File: config.mk
export PLATFORM = sky130hd
export DESIGN_NAME = rom_boot_loader
export DESIGN_NICKNAME = d
export VERILOG_FILES = /design/src/rtl/rom_boot_loader.sv
export SDC_FILE = /design/constraint.sdc
export NUM_CORES = 1
export LEC_CHECK = 0
export ABC_AREA = 0
export CAP_MARGIN = 25
export CORE_ASPECT_RATIO = 0.75
export CORE_MARGIN = 1.5
export CORE_UTILIZATION = 31
export DETAILED_ROUTE_END_ITERATION = 10
export SYNTH_ARGS = -nofsm -noshare
export SYNTH_HDL_FRONTEND = slang
export SYNTH_SLANG_ARGS = --single-unit
File: constraint.sdc
create_clock -name clk -period 3.3 [get_ports clk]
set_input_delay 0.99 -clock clk [delete_from_list [all_inputs] [get_ports clk]]
set_output_delay 0.99 -clock clk [all_outputs]
set_load 0.02 [all_outputs]
File: src/rtl/rom_boot_loader.sv
// Framed byte-stream loader: SYNC, 16-bit word count, little-endian payload words, 8-bit sum.
// Writes words into the instruction ROM and releases the core only after the checksum matches.
`timescale 1ns/1ps
module rom_boot_loader #(
  parameter int          ADDR_WIDTH = 12,
  parameter logic [7:0]  SYNC_BYTE  = 8'hA5,
  parameter int          BASE_ADDR  = 0
) (
  input  logic                  clk,
  input  logic                  rst,
  input  logic [7:0]            rx_data,
  input  logic                  rx_valid,
  output logic                  rx_ready,
  input  logic                  restart,
  output logic                  rom_we,
  output logic [ADDR_WIDTH-1:0] rom_addr,
  output logic [31:0]           rom_wdata,
  output logic                  core_rst_n,
  output logic                  load_done,
  output logic                  load_err
);

  typedef enum logic [2:0] {
    S_SYNC, S_LEN_LO, S_LEN_HI, S_DATA, S_CSUM, S_DONE, S_ERR
  } state_e;

  localparam logic [ADDR_WIDTH-1:0] BASE = ADDR_WIDTH'(BASE_ADDR);
  localparam logic [32:0]           CAP  = (33'd1 << ADDR_WIDTH) - 33'(BASE_ADDR);

  state_e                  state_q;
  logic [15:0]             len_q, cnt_q;
  logic [1:0]              lane_q;
  logic [23:0]             word_q;
  logic [7:0]              sum_q;
  logic [ADDR_WIDTH-1:0]   addr_q;
  logic [31:0]             wdata_q;
  logic                    we_q, rdy_q, done_q, err_q, crst_q;

  logic        acc;
  logic [15:0] len_d, cnt_d;

  assign acc   = rx_valid && rdy_q;
  assign len_d = {rx_data, len_q[7:0]};
  assign cnt_d = cnt_q + 16'd1;

  always_ff @(posedge clk or negedge rst) begin
    if (!rst) begin
      state_q <= S_SYNC;
      len_q   <= '0;
      cnt_q   <= '0;
      lane_q  <= '0;
      word_q  <= '0;
      sum_q   <= '0;
      addr_q  <= BASE;
      wdata_q <= '0;
      we_q    <= 1'b0;
      rdy_q   <= 1'b0;
      done_q  <= 1'b0;
      err_q   <= 1'b0;
      crst_q  <= 1'b0;
    end else if (restart) begin
      // Abort wins over any byte presented this cycle; that byte is dropped.
      state_q <= S_SYNC;
      cnt_q   <= '0;
      lane_q  <= '0;
      sum_q   <= '0;
      addr_q  <= BASE;
      we_q    <= 1'b0;
      rdy_q   <= 1'b1;
      done_q  <= 1'b0;
      err_q   <= 1'b0;
      crst_q  <= 1'b0;
    end else begin
      we_q  <= 1'b0;
      rdy_q <= !(state_q inside {S_DONE, S_ERR});
      if (we_q) addr_q <= addr_q + 1'b1;
      if (acc) begin
        unique case (state_q)
          S_SYNC: if (rx_data == SYNC_BYTE) begin
            state_q <= S_LEN_LO;
            cnt_q   <= '0;
            lane_q  <= '0;
            sum_q   <= '0;
          end
          S_LEN_LO: begin
            len_q[7:0] <= rx_data;
            state_q    <= S_LEN_HI;
          end
          S_LEN_HI: begin
            len_q[15:8] <= rx_data;
            if (len_d == 16'd0) begin
              state_q <= S_CSUM;
            end else if (33'(len_d) > CAP) begin
              state_q <= S_ERR;
              err_q   <= 1'b1;
              crst_q  <= 1'b0;
              rdy_q   <= 1'b0;
            end else begin
              state_q <= S_DATA;
            end
          end
          S_DATA: begin
            sum_q  <= sum_q + rx_data;
            lane_q <= lane_q + 2'd1;
            word_q <= {rx_data, word_q[23:8]};
            if (lane_q == 2'd3) begin
              we_q    <= 1'b1;
              wdata_q <= {rx_data, word_q};
              cnt_q   <= cnt_d;
              if (cnt_d == len_q) state_q <= S_CSUM;
            end
          end
          S_CSUM: begin
            rdy_q <= 1'b0;
            if (rx_data == sum_q) begin
              state_q <= S_DONE;
              done_q  <= 1'b1;
              crst_q  <= 1'b1;
            end else begin
              state_q <= S_ERR;
              err_q   <= 1'b1;
              crst_q  <= 1'b0;
            end
          end
          default: ;
        endcase
      end
    end
  end

  assign rx_ready   = rdy_q;
  assign rom_we     = we_q;
  assign rom_addr   = addr_q;
  assign rom_wdata  = wdata_q;
  assign core_rst_n = crst_q;
  assign load_done  = done_q;
  assign load_err   = err_q;

endmodule

=== Yosys cells after proc, flatten, opt, wreduce, memory -nomap -nowiden ===
Index checks and enable logic that the tools add are counted.

* Memory bits (read-only): 0
* Word-level logic and storage cells: 107
* Memories: 0
* Bits in writable memories: 0
* Register bits: 118
* Output and inout port bits: 49
* Bits in latches: 0
* Input bits: 12

* Shift operators: 0
* Bitwise operators: 1
* Equal/unequal tests: 16
* Order comparisons: 1
* Multiplexer cells: 49
* Div/mod/pow operators: 0
* $mul: 0
* Add/sub/neg operators: 4
* Reductions and logical operators: 22

{| class="wikitable"
|+ Operator list
! cell !! count
|-
| two-way mux 16 bit || 4
|-
| one-hot mux 16 bit (2 select lines) || 1
|-
| two-way mux 12 bit || 2
|-
| two-way mux 8 bit || 3
|-
| two-way mux 1 bit || 22
|-
| two-way mux 3 bit || 7
|-
| inequality test 3 bit (second input constant) || 6
|-
| adder 16 x 1 -> 16 bit (second input constant) || 1
|-
| equality test 16 bit || 1
|-
| greater-than comparator 16 x 13 -> 1 bit (second input constant) || 1
|-
| zero test 16 bit || 1
|-
| one-hot mux 8 bit (2 select lines) || 1
|-
| one-hot mux 3 bit (5 select lines) || 1
|-
| AND reduction 3 bit || 5
|-
| adder 12 x 1 -> 12 bit (second input constant) || 1
|-
| AND reduction 4 bit || 3
|-
| AND reduction 5 bit || 2
|-
| nonzero test 2 bit || 5
|-
| equality test 3 bit (second input constant) || 3
|-
| adder 8 bit || 1
|-
| equality test 8 bit || 1
|-
| equality test 8 bit (second input constant) || 1
|-
| two-way mux 2 bit || 4
|-
| equality test 3 x 2 -> 1 bit (second input constant) || 2
|-
| other kinds (11) || 14
|}

=== Longest topological paths before layout ===
Gate-level depths: netlist (run 1).

* Depth after elaboration: 8
* Depth in mapped cells: 10
* Mapped depth without buffers: 10

=== Worst setup path after synthesis (run 1) ===
Ideal clock, no wire load.

* Path kind: input-to-reg
* From: input rx_data[1]
* To: register sum_q[7]
* Data required time: 3.231 ns
* Library setup time: 0.069 ns
* Path buffers: 0
* Stages: 8
* Arrival time: 2.782 ns
* Slack: 0.449 ns
* Cells stage by stage: ha_1 > a21o_1 > a21oi_2 > o21bai_1 > a2111o_1 > and3_1 > or4_1 > nand3_1

* Longest elaborated chain between the ends: 4
* Elaborated cells on any way between the ends: 7
* Classes of those cells: 1 x add/sub; 2 x eq/ne; 3 x mux; 1 x reduce/logical

{| class="wikitable"
|+ RTL lines
! element !! line !! text
|-
| start, declared || 11 || <nowiki>input logic [7:0] rx_data,</nowiki>
|-
| adder 8 bit || 103 || <nowiki>sum_q <= sum_q + rx_data;</nowiki>
|-
| one-hot mux 8 bit (2 select lines) || 78 || <nowiki>unique case (state_q)</nowiki>
|-
| two-way mux 8 bit || 77 || <nowiki>if (acc) begin</nowiki>
|-
| two-way mux 8 bit || 61 || <nowiki>end else if (restart) begin</nowiki>
|-
| end signal, assigned || 103 ||
|-
| end, declared || 34 || <nowiki>logic [7:0] sum_q;</nowiki>
|}

Several ways; a longest one is shown, not always the timed one. The select of a mux whose other input is x is not followed.
A chain may end at the register's enable or synchronous reset.

=== Worst setup path in the final report (run 1) ===
Same ends and word-level chain as after synthesis.

==> impl_summary.txt, run 1 <==
----------------------------------------------------
[Run status]
  Run status ... finished, final reports clean

[Timing]
  Fin Setup TNS ... 0 ps
  F_max ... 334.0 MHz
  Crit path time final ... between 2000 and 3000 ps
  RSZ-0062 raised after global routing ... no
  Hold Violations, Final ... 0
  Final Slew Violations ... 0
  Share of the clock period used by the worst path ... between 90% and 100%
  Normalized max-slew margin ... a little over half
  Setup Skew ... just under 9 ps
  Pin slew with the least headroom to its limit ... 688.8 ps
  Final-report setup violation count ... 0
  Smallest setup slack after layout ... 306.2 ps
  Hold Worst Slack ... between 400 and 500 ps

[Worst setup path]
  Crit path required time ... ~3600 ps
  Worst reg-to-reg path cell count ... 8
  CP startpoint kind ... input port
  Cell at the slowest stage of the critical path ... sky130_fd_sc_hd__or4_1
  Beginning of the worst register-to-register path ... cnt_q[0]
  Sort of element at the end of the critical path ... register
  Worst Path Arrival ... approximately 3300 ps
  Worst flop-to-flop path endpoint ... state_q[1]
  Type of the setup path with the least slack ... in2reg
  Top cell family by delay on the critical path ... compound AO/OA/AOI/OAI gates
  Worst reg2reg setup slack ... 770 ps
  Largest incremental delay on the critical path ... 460 ps
  Maximum fanout along the worst path ... 2
  Number of buffers and inverters on the critical path ... 1
  Cell Chain, Critical Path ... clkdlybuf4s50_1 > ha_1 > a21o_1 > a21oi_2 > o21bai_1 > a2111o_1 > and3_1 > or4_1 > nand3_1

[Route]
  Number of design rule violations left after detail routing ... 0
  Detailed-router iteration count before antenna repair ... 5
  Antenna-violating nets left ... 0
  Via count of the routed design ... 4701
  Routed wire length per instance ... 15.16 um
  Vias/cell ... 4.902
  Routed wire length ... around 15000 um
  Initial detailed-routing violation count ... 322

[CTS]
  Clock buffer depth ... 2
  Post-CTS setup buffer count ... 0
  Cells resized by post-CTS repair ... 0
  Clk sinks ... 118
  Clock Root Buffer ... sky130_fd_sc_hd__clkbuf_16
  Clock tree from TritonCTS ... built
  Clock Pin Slew Worst Setup and Hold Paths ... 60 ps
  CTS Hold Bufs ... 0
  Worst-Skew Late Latency ... 410 ps
  Number of levels the H-tree was split into ... 4
  Number of buffers created by CTS ... 17

[Logic synthesis]
  Ys Warns ... 0
  Compound-cell area share of the yosys netlist ... 11.24%
  Top flip-flop cell by instance count after synthesis ... sky130_fd_sc_hd__dfrtp_1
  Adder-cell share of the synthesized area ... roughly 2.5%
  Async set-reset flop share out of synthesis ... 100.0%
  Synth Area in XOR/XNOR ... 5.770%
  Multiplexer share of the synthesized area ... 3.254%
  Gate count after technology mapping ... about 630
  Combinational family with the most area after synthesis ... simple AND/OR/NAND/NOR gates
  Total nets after synthesis ... roughly 650
  Seq cells post-synth ... 118
  Synthesized area divided by synthesized cell count ... between 9 and 10 um2
  Register area share after synthesis ... 51.19%
  Netlist Area Pre-Place ... about 0.0058 mm2
  Basic-gate share of the synthesized area counting and, or, nand and nor cells ... 22.71%
  Post-synthesis cell type count ... a little under 60
  Number of enable-type register cells in the synthesized netlist ... 0

[GRT]
  Initial antenna violation count ... 0
  Via count of the first global-routing pass ... 4529
  Leftover overflow at the end of global routing ... 0
  Largest net degree at the start of global routing ... 46
  Wire length of the first global-routing pass ... between 20000 and 25000 um
  Overall track demand over capacity in global routing ... 16.16%

[Placement]
  Final weighted congestion in routability-driven placement ... 0.8793
  Number of I/O port buffers ... 60
  Final HPWL from detailed placement ... 10250 um
  Post-place instance area ... 0.006778 mm2
  Dpl ws ... -82.01 ps
  Post-placement cell count ... 927

[Min path]
  End point of the worst hold path ... rom_wdata[3]
  Cell depth of the worst min-delay path ... 2
  Startpoint of the tightest hold check path ... word_q[3]
  Class of the tightest hold or removal check ... reg2reg

[Cells and area]
  Leading cell type in the layout, fill and taps excluded ... sky130_fd_sc_hd__nand2_1
  Number of inserted filler cells in the final layout ... around 1800
  Summed area of non-filler cells in the final layout ... ~0.0074 mm2
  Layout overhead on the synthesized area ... 28.70%
  Fraction of final layout cells with drive strength greater than 1 ... 12.41%
  Utilization of the core after routing ... 41.43%
  Final nets ... 727
  Inserted Diodes ... 0
  Non-filler cells in the finished layout ... 959
  Leading cell types in the layout, fill and taps excluded ... sky130_fd_sc_hd__nand2_1, sky130_fd_sc_hd__dfrtp_1, sky130_fd_sc_hd__clkdlybuf4s50_1

[Die]
  Die width ... 160.5 um
  Die footprint ... ~0.019 mm2
  Ports ... a little over 60
  Placement row count ... 42
  Initial Utilization ... 32.19%
  Vertical die dimension ... 121.1 um
  Core box area ... 0.01792 mm2

[Flow run]
  Total of max-cap violations ... 0

[Pwr]
  Worst vdd ir ... between 300 and 400 uV
  Cell area power density ... 522.1 mW/mm2
  Total power consumption of the routed design ... 3.876 mW
  Cell leakage power ... 3.558 nW

----------------------------------------------------
==> power breakdown <==
part           switching, mW  internal (mW)  total, mW
registers             0.0586           1.49       1.55
clock network          0.666           1.35       2.02
logic                  0.166          0.138      0.304
==> area by class of cell <==
class | instances | area, um2 | area share (%)
clock buffer | 18 | 439.2 | 5.916
clock inverter | 14 | 206.4 | 2.781
inverter | 12 | 45.04 | 0.6068
multi-input combinational | 465 | 2629 | 35.41
sequential | 118 | 2953 | 39.78
tap | 242 | 302.8 | 4.079
timing repair buffer | 90 | 848.3 | 11.43
==> logic make-up after synthesis <==
kind of cell	Yosys count
AOI/OAI and AO/OA	101
buffers and inverters	45
xor gates and xnor gates	38
DFF	118
and+or+nand+nor	298
adders and majority gates	11
muxes	17
==> how the worst max path moves through the flow <==
| stage | from | to | slack, ps | depth (start not counted) |
|---|---|---|---|---|
| 2_1_floorplan | rx_data[1] | sum_q[7] | 450 | 8 |
| 3_3_place_gp | rx_data[0] | sum_q[7] | -70 | 9 |
| 3_5_place_dp | rx_data[0] | sum_q[7] | -80 | 9 |
| 4_1_cts | rx_data[1] | sum_q[7] | 340 | 9 |
| 5_1_grt | rx_data[1] | cnt_q[4] | 210 | 9 |
| 6_report | rx_data[1] | sum_q[7] | 310 | 9 |
==> synthesized netlist by cell type, types with 2 or more instances <==
library cell               count  share of area [%]
sky130_fd_sc_hd__dfrtp_1     118                 51
sky130_fd_sc_hd__nand2_1     198                 13
sky130_fd_sc_hd__and3_1        9               0.98
sky130_fd_sc_hd__a211oi_1      3               0.39
sky130_fd_sc_hd__nand4_1       7               0.76
sky130_fd_sc_hd__and2_1        5               0.54
sky130_fd_sc_hd__a31o_2        3               0.46
sky130_fd_sc_hd__o31ai_1      12                1.6
sky130_fd_sc_hd__nor2b_1       3               0.33
sky130_fd_sc_hd__a21oi_1      17                1.5
sky130_fd_sc_hd__buf_1         4               0.26
sky130_fd_sc_hd__a31oi_1       5               0.54
sky130_fd_sc_hd__inv_1        12               0.78
sky130_fd_sc_hd__a22o_1        4               0.61
sky130_fd_sc_hd__mux2_2       14                2.7
sky130_fd_sc_hd__or3_1         2               0.22
sky130_fd_sc_hd__xnor2_1      19                2.9
sky130_fd_sc_hd__ha_1         10                2.2
sky130_fd_sc_hd__buf_2         8               0.69
sky130_fd_sc_hd__xor2_1       19                2.9
sky130_fd_sc_hd__nor4_1        9               0.98
sky130_fd_sc_hd__a21oi_2       2               0.30
sky130_fd_sc_hd__o21ai_0      35                3.0
sky130_fd_sc_hd__o21bai_1      2               0.26
sky130_fd_sc_hd__mux2i_1       3               0.52
sky130_fd_sc_hd__nand3_1      13                1.1
sky130_fd_sc_hd__a21o_1        3               0.39
sky130_fd_sc_hd__buf_4         3               0.39
sky130_fd_sc_hd__nor3b_1       3               0.39
sky130_fd_sc_hd__clkbuf_1     17                1.1
sky130_fd_sc_hd__o22ai_1       2               0.22
sky130_fd_sc_hd__nor3_1        4               0.35
sky130_fd_sc_hd__o41ai_1       2               0.30
sky130_fd_sc_hd__o211ai_1      2               0.26
sky130_fd_sc_hd__nor2_1       32                2.1
==> state kept, by name, indices dropped and copies added (netlist names) <==
register,flops
lane_q,2
state_q,3
load_done,1
rom_addr,12
word_q,24
rom_wdata,32
rom_we,1
cnt_q,16
sum_q,8
rx_ready,1
core_rst_n,1
load_err,1
len_q,16
==> tightest hold or removal path, stage by stage, from the launching register on <==
cell and delay, ps:
sky130_fd_sc_hd__dfrtp_1 340, sky130_fd_sc_hd__nand2_1 50, sky130_fd_sc_hd__nand2_1 50
==> layer usage <==
layer	part of all wire (%)	track usage, %	vias to the layer above
met4	1.1	4.848	0
met3	4.9	4.238	14
met5	0	0	-
li1	-	-	2294
met1	55	24.84	2280
met2	39	21.70	113
No activity file was read; power rests on OpenSTA's default activity.
==> inputs of run 2 (changes only) <==
- CELL_PAD_IN_SITES_DETAIL_PLACEMENT: unset -> 2
- CELL_PAD_IN_SITES_GLOBAL_PLACEMENT: unset -> 2
- PLACE_DENSITY_LB_ADDON: unset -> 0.1
- SKIP_LAST_GASP: unset -> 1
==> run 2 against run 1 <==
Compared with the run above: register-to-register slack got worse by 80 ps; wire length rose by 27%; die area is the same; power down 0.34%; flip-flop and latch count is the same; clock skew is 8.2 ps higher; via count increased by 3.4%; count of clock-buffer cells in the layout decreased by 1; core utilization fell by 0.077 points; highest routed layer unchanged.
==> impl_summary.txt, run 2 (same netlist as run 1, synthesis figures left out) <==
----------------------------------------------------
[Worst setup path]
  Beginning of the worst register-to-register path ... cnt_q[0]
  Crit path required time ... 3660 ps (+20 ps)
  Largest incremental delay on the critical path ... 530 ps (+70 ps)
  Worst reg2reg setup slack ... 690 ps (-80 ps)
  Worst Path Arrival ... 3500 ps (+170 ps)
  CP startpoint kind ... input port
  Worst reg-to-reg path cell count ... 8 (unchanged)
  Type of the setup path with the least slack ... in2reg
  Sort of element at the end of the critical path ... register
  Maximum fanout along the worst path ... 2 (unchanged)
  Cell at the slowest stage of the critical path ... sky130_fd_sc_hd__clkdlybuf4s50_1
  Number of buffers and inverters on the critical path ... 1 (unchanged)
  Top cell family by delay on the critical path ... compound AO/OA/AOI/OAI gates
  Cell Chain, Critical Path ... clkdlybuf4s50_1 > ha_1 > a21o_1 > a21oi_2 > o21bai_1 > a2111o_1 > and3_1 > or4_1 > nand3_1
  Worst flop-to-flop path endpoint ... state_q[0]

[CTS]
  Worst-Skew Late Latency ... 430 ps (+20 ps)
  Clock Root Buffer ... sky130_fd_sc_hd__clkbuf_16
  Post-CTS setup buffer count ... 0 (unchanged)
  Number of levels the H-tree was split into ... 4 (unchanged)
  CTS Hold Bufs ... 0 (unchanged)
  Number of buffers created by CTS ... 17 (unchanged)
  Clock tree from TritonCTS ... built
  Clock buffer depth ... 2 (unchanged)
  Clk sinks ... 118 (unchanged)
  Cells resized by post-CTS repair ... 0 (unchanged)
  Clock Pin Slew Worst Setup and Hold Paths ... 60 ps (about the same)

[Cells and area]
  Leading cell types in the layout, fill and taps excluded ... sky130_fd_sc_hd__nand2_1, sky130_fd_sc_hd__dfrtp_1, sky130_fd_sc_hd__clkdlybuf4s50_1
  Number of inserted filler cells in the final layout ... 1952 (+11%)
  Summed area of non-filler cells in the final layout ... 0.007410 mm2 (-0.19%)
  Leading cell type in the layout, fill and taps excluded ... sky130_fd_sc_hd__nand2_1
  Final nets ... 729 (+0.28%)
  Fraction of final layout cells with drive strength greater than 1 ... 12.52% (+0.10 points)
  Inserted Diodes ... 0 (unchanged)
  Layout overhead on the synthesized area ... 28.46%
  Number of flip-flops under the largest register name ... 32 (unchanged)
  Utilization of the core after routing ... 41.35% (-0.077 points)

[Min path]
  End point of the worst hold path ... rom_wdata[4]
  Class of the tightest hold or removal check ... reg2reg
  Startpoint of the tightest hold check path ... word_q[4]
  Cell depth of the worst min-delay path ... 2 (unchanged)

[Timing]
  Crit path time final ... 3140 ps (+146.1 ps)
  RSZ-0062 raised after global routing ... no
  Share of the clock period used by the worst path ... 95.15% (+4.4 points)
  Pin slew with the least headroom to its limit ... 704.7 ps (+15.87 ps)
  Normalized max-slew margin ... 53.02% (-0.89 points)
  Setup Skew ... 16.90 ps (+8.154 ps)
  Final Slew Violations ... 0 (unchanged)
  Hold Violations, Final ... 0 (unchanged)
  Final-report setup violation count ... 0 (unchanged)
  F_max ... 318.5 MHz (-4.7%)
  Fin Setup TNS ... 0 ps (unchanged)

[Pwr]
  Switching pwr ... 1.019 mW (+14%)
  Cell leakage power ... 3.547 nW (-0.31%)
  Total power consumption of the routed design ... 3.863 mW (-0.34%)
  Worst vdd ir ... 281.4 uV (-9.9%)
  Internal cell power ... 2.844 mW (-4.7%)
  Cell area power density ... 521.3 mW/mm2 (-0.16%)
  Part of the power in combinational logic ... 8.2% (+0.3 points)
  Flop pwr share ... 40.6% (+0.6 points)
  Clock group share of total power ... 51.2% (-0.9 points)
  Switching power as a share of total power ... 26.37% (+3.4 points)

[Die]
  Core box area ... 0.01792 mm2 (unchanged)
  Placement row count ... 42 (unchanged)
  Die width ... 160.5 um (unchanged)
  Initial Utilization ... 32.19% (unchanged)
  Vertical die dimension ... 121.1 um (unchanged)
  Ports ... 61 (unchanged)
  Die footprint ... 0.01944 mm2 (unchanged)

[Route]
  Initial detailed-routing violation count ... 203 (-37%)
  Routed wire length ... 18410 um (+27%)
  Via count of the routed design ... 4860 (+3.4%)
  Routed wire length per instance ... 19.16 um (+26%)
  Antenna-violating nets left ... 0 (unchanged)
  Detailed-router iteration count before antenna repair ... 4 (-1)
  Number of design rule violations left after detail routing ... 0 (unchanged)
  Vias/cell ... 5.057 (+3.2%)

[Placement]
  Post-place instance area ... 0.006790 mm2 (+0.18%)
  Final HPWL from detailed placement ... 12940 um (+26%)
  Number of I/O port buffers ... 60 (unchanged)
  Final weighted congestion in routability-driven placement ... 0.7289 (-17%)

[Flow run]
  Total of max-cap violations ... 0 (unchanged)

[GRT]
  Overall track demand over capacity in global routing ... 20.40% (+4.2 points)
  Leftover overflow at the end of global routing ... 0 (unchanged)
  Largest net degree at the start of global routing ... 119 (+160%)
  Initial antenna violation count ... 0 (unchanged)
  Wire length of the first global-routing pass ... 30410 um (+24%)
  Via count of the first global-routing pass ... 5474 (+21%)

[Run status]
  Run status ... finished, final reports clean

----------------------------------------------------
## run 2: how the worst max path moves through the flow
stage | depth (start not counted) | endpoint | slack (ps) | from
after floorplan | 8 | sum_q[7] | 450 | rx_data[1]
after global placement | 9 | sum_q[7] | -230 | rx_data[1]
after detailed placement | 9 | sum_q[7] | -270 | rx_data[1]
after CTS | 9 | sum_q[7] | 170 | rx_data[1]
after global routing | 9 | sum_q[7] | 40 | rx_data[1]
final | 9 | sum_q[7] | 160 | rx_data[1]
## run 2: per-stage QoR
step / setup WS, ps / hold slack, ps / cells
after floorplan: 449.3 / 438.6 / 628
after global placement: -226.8 / 456.7 / 929
after detailed placement: -265.6 / 459.9 / 929
after CTS: 169.5 / 474.7 / 961
after global routing: 36.86 / 491.6 / 961
final: 160.1 / 466.9 / 961
## run 2: worst reg2reg max path, stage by stage (launching register included)
cell and delay [ps]:
sky130_fd_sc_hd__dfrtp_1 490, sky130_fd_sc_hd__ha_1 320, sky130_fd_sc_hd__nand4_1 210, sky130_fd_sc_hd__nor2_1 410
sky130_fd_sc_hd__nand2_1 170, sky130_fd_sc_hd__o21ai_0 340, sky130_fd_sc_hd__nor4_2 100, sky130_fd_sc_hd__a21oi_2 250
sky130_fd_sc_hd__mux2i_1 250
## run 2: metal layers
metal	vias up	global-route usage (%)	share of wire (%)
met2	73	32.25	46
met4	0	4.907	0.85
li1	2281	-	-
met3	11	4.990	3.6
met5	-	0	0
met1	2495	28.12	50
## run 2: power by group through the flow
stage | Sequential, mW | Combinational [mW] | Clock [mW]
after floorplan | 1.55 | 0.192 | 0
after global placement | 1.58 | 0.305 | 0
after detailed placement | 1.59 | 0.319 | 0
after CTS | 1.57 | 0.321 | 2.02
after global routing | 1.57 | 0.348 | 2.07
final | 1.57 | 0.318 | 1.98
## run 2: final cells by class
type	instances	area [um2]	share of cell area (%)
Inverter	12	45.04	0.6079
Sequential cell	118	2953	39.85
Tap cell	242	302.8	4.086
Timing Repair Buffer	92	863.3	11.65
Clock buffer	17	425.4	5.741
Clock inverter	15	193.9	2.617
Multi-Input combinational cell	465	2626	35.44
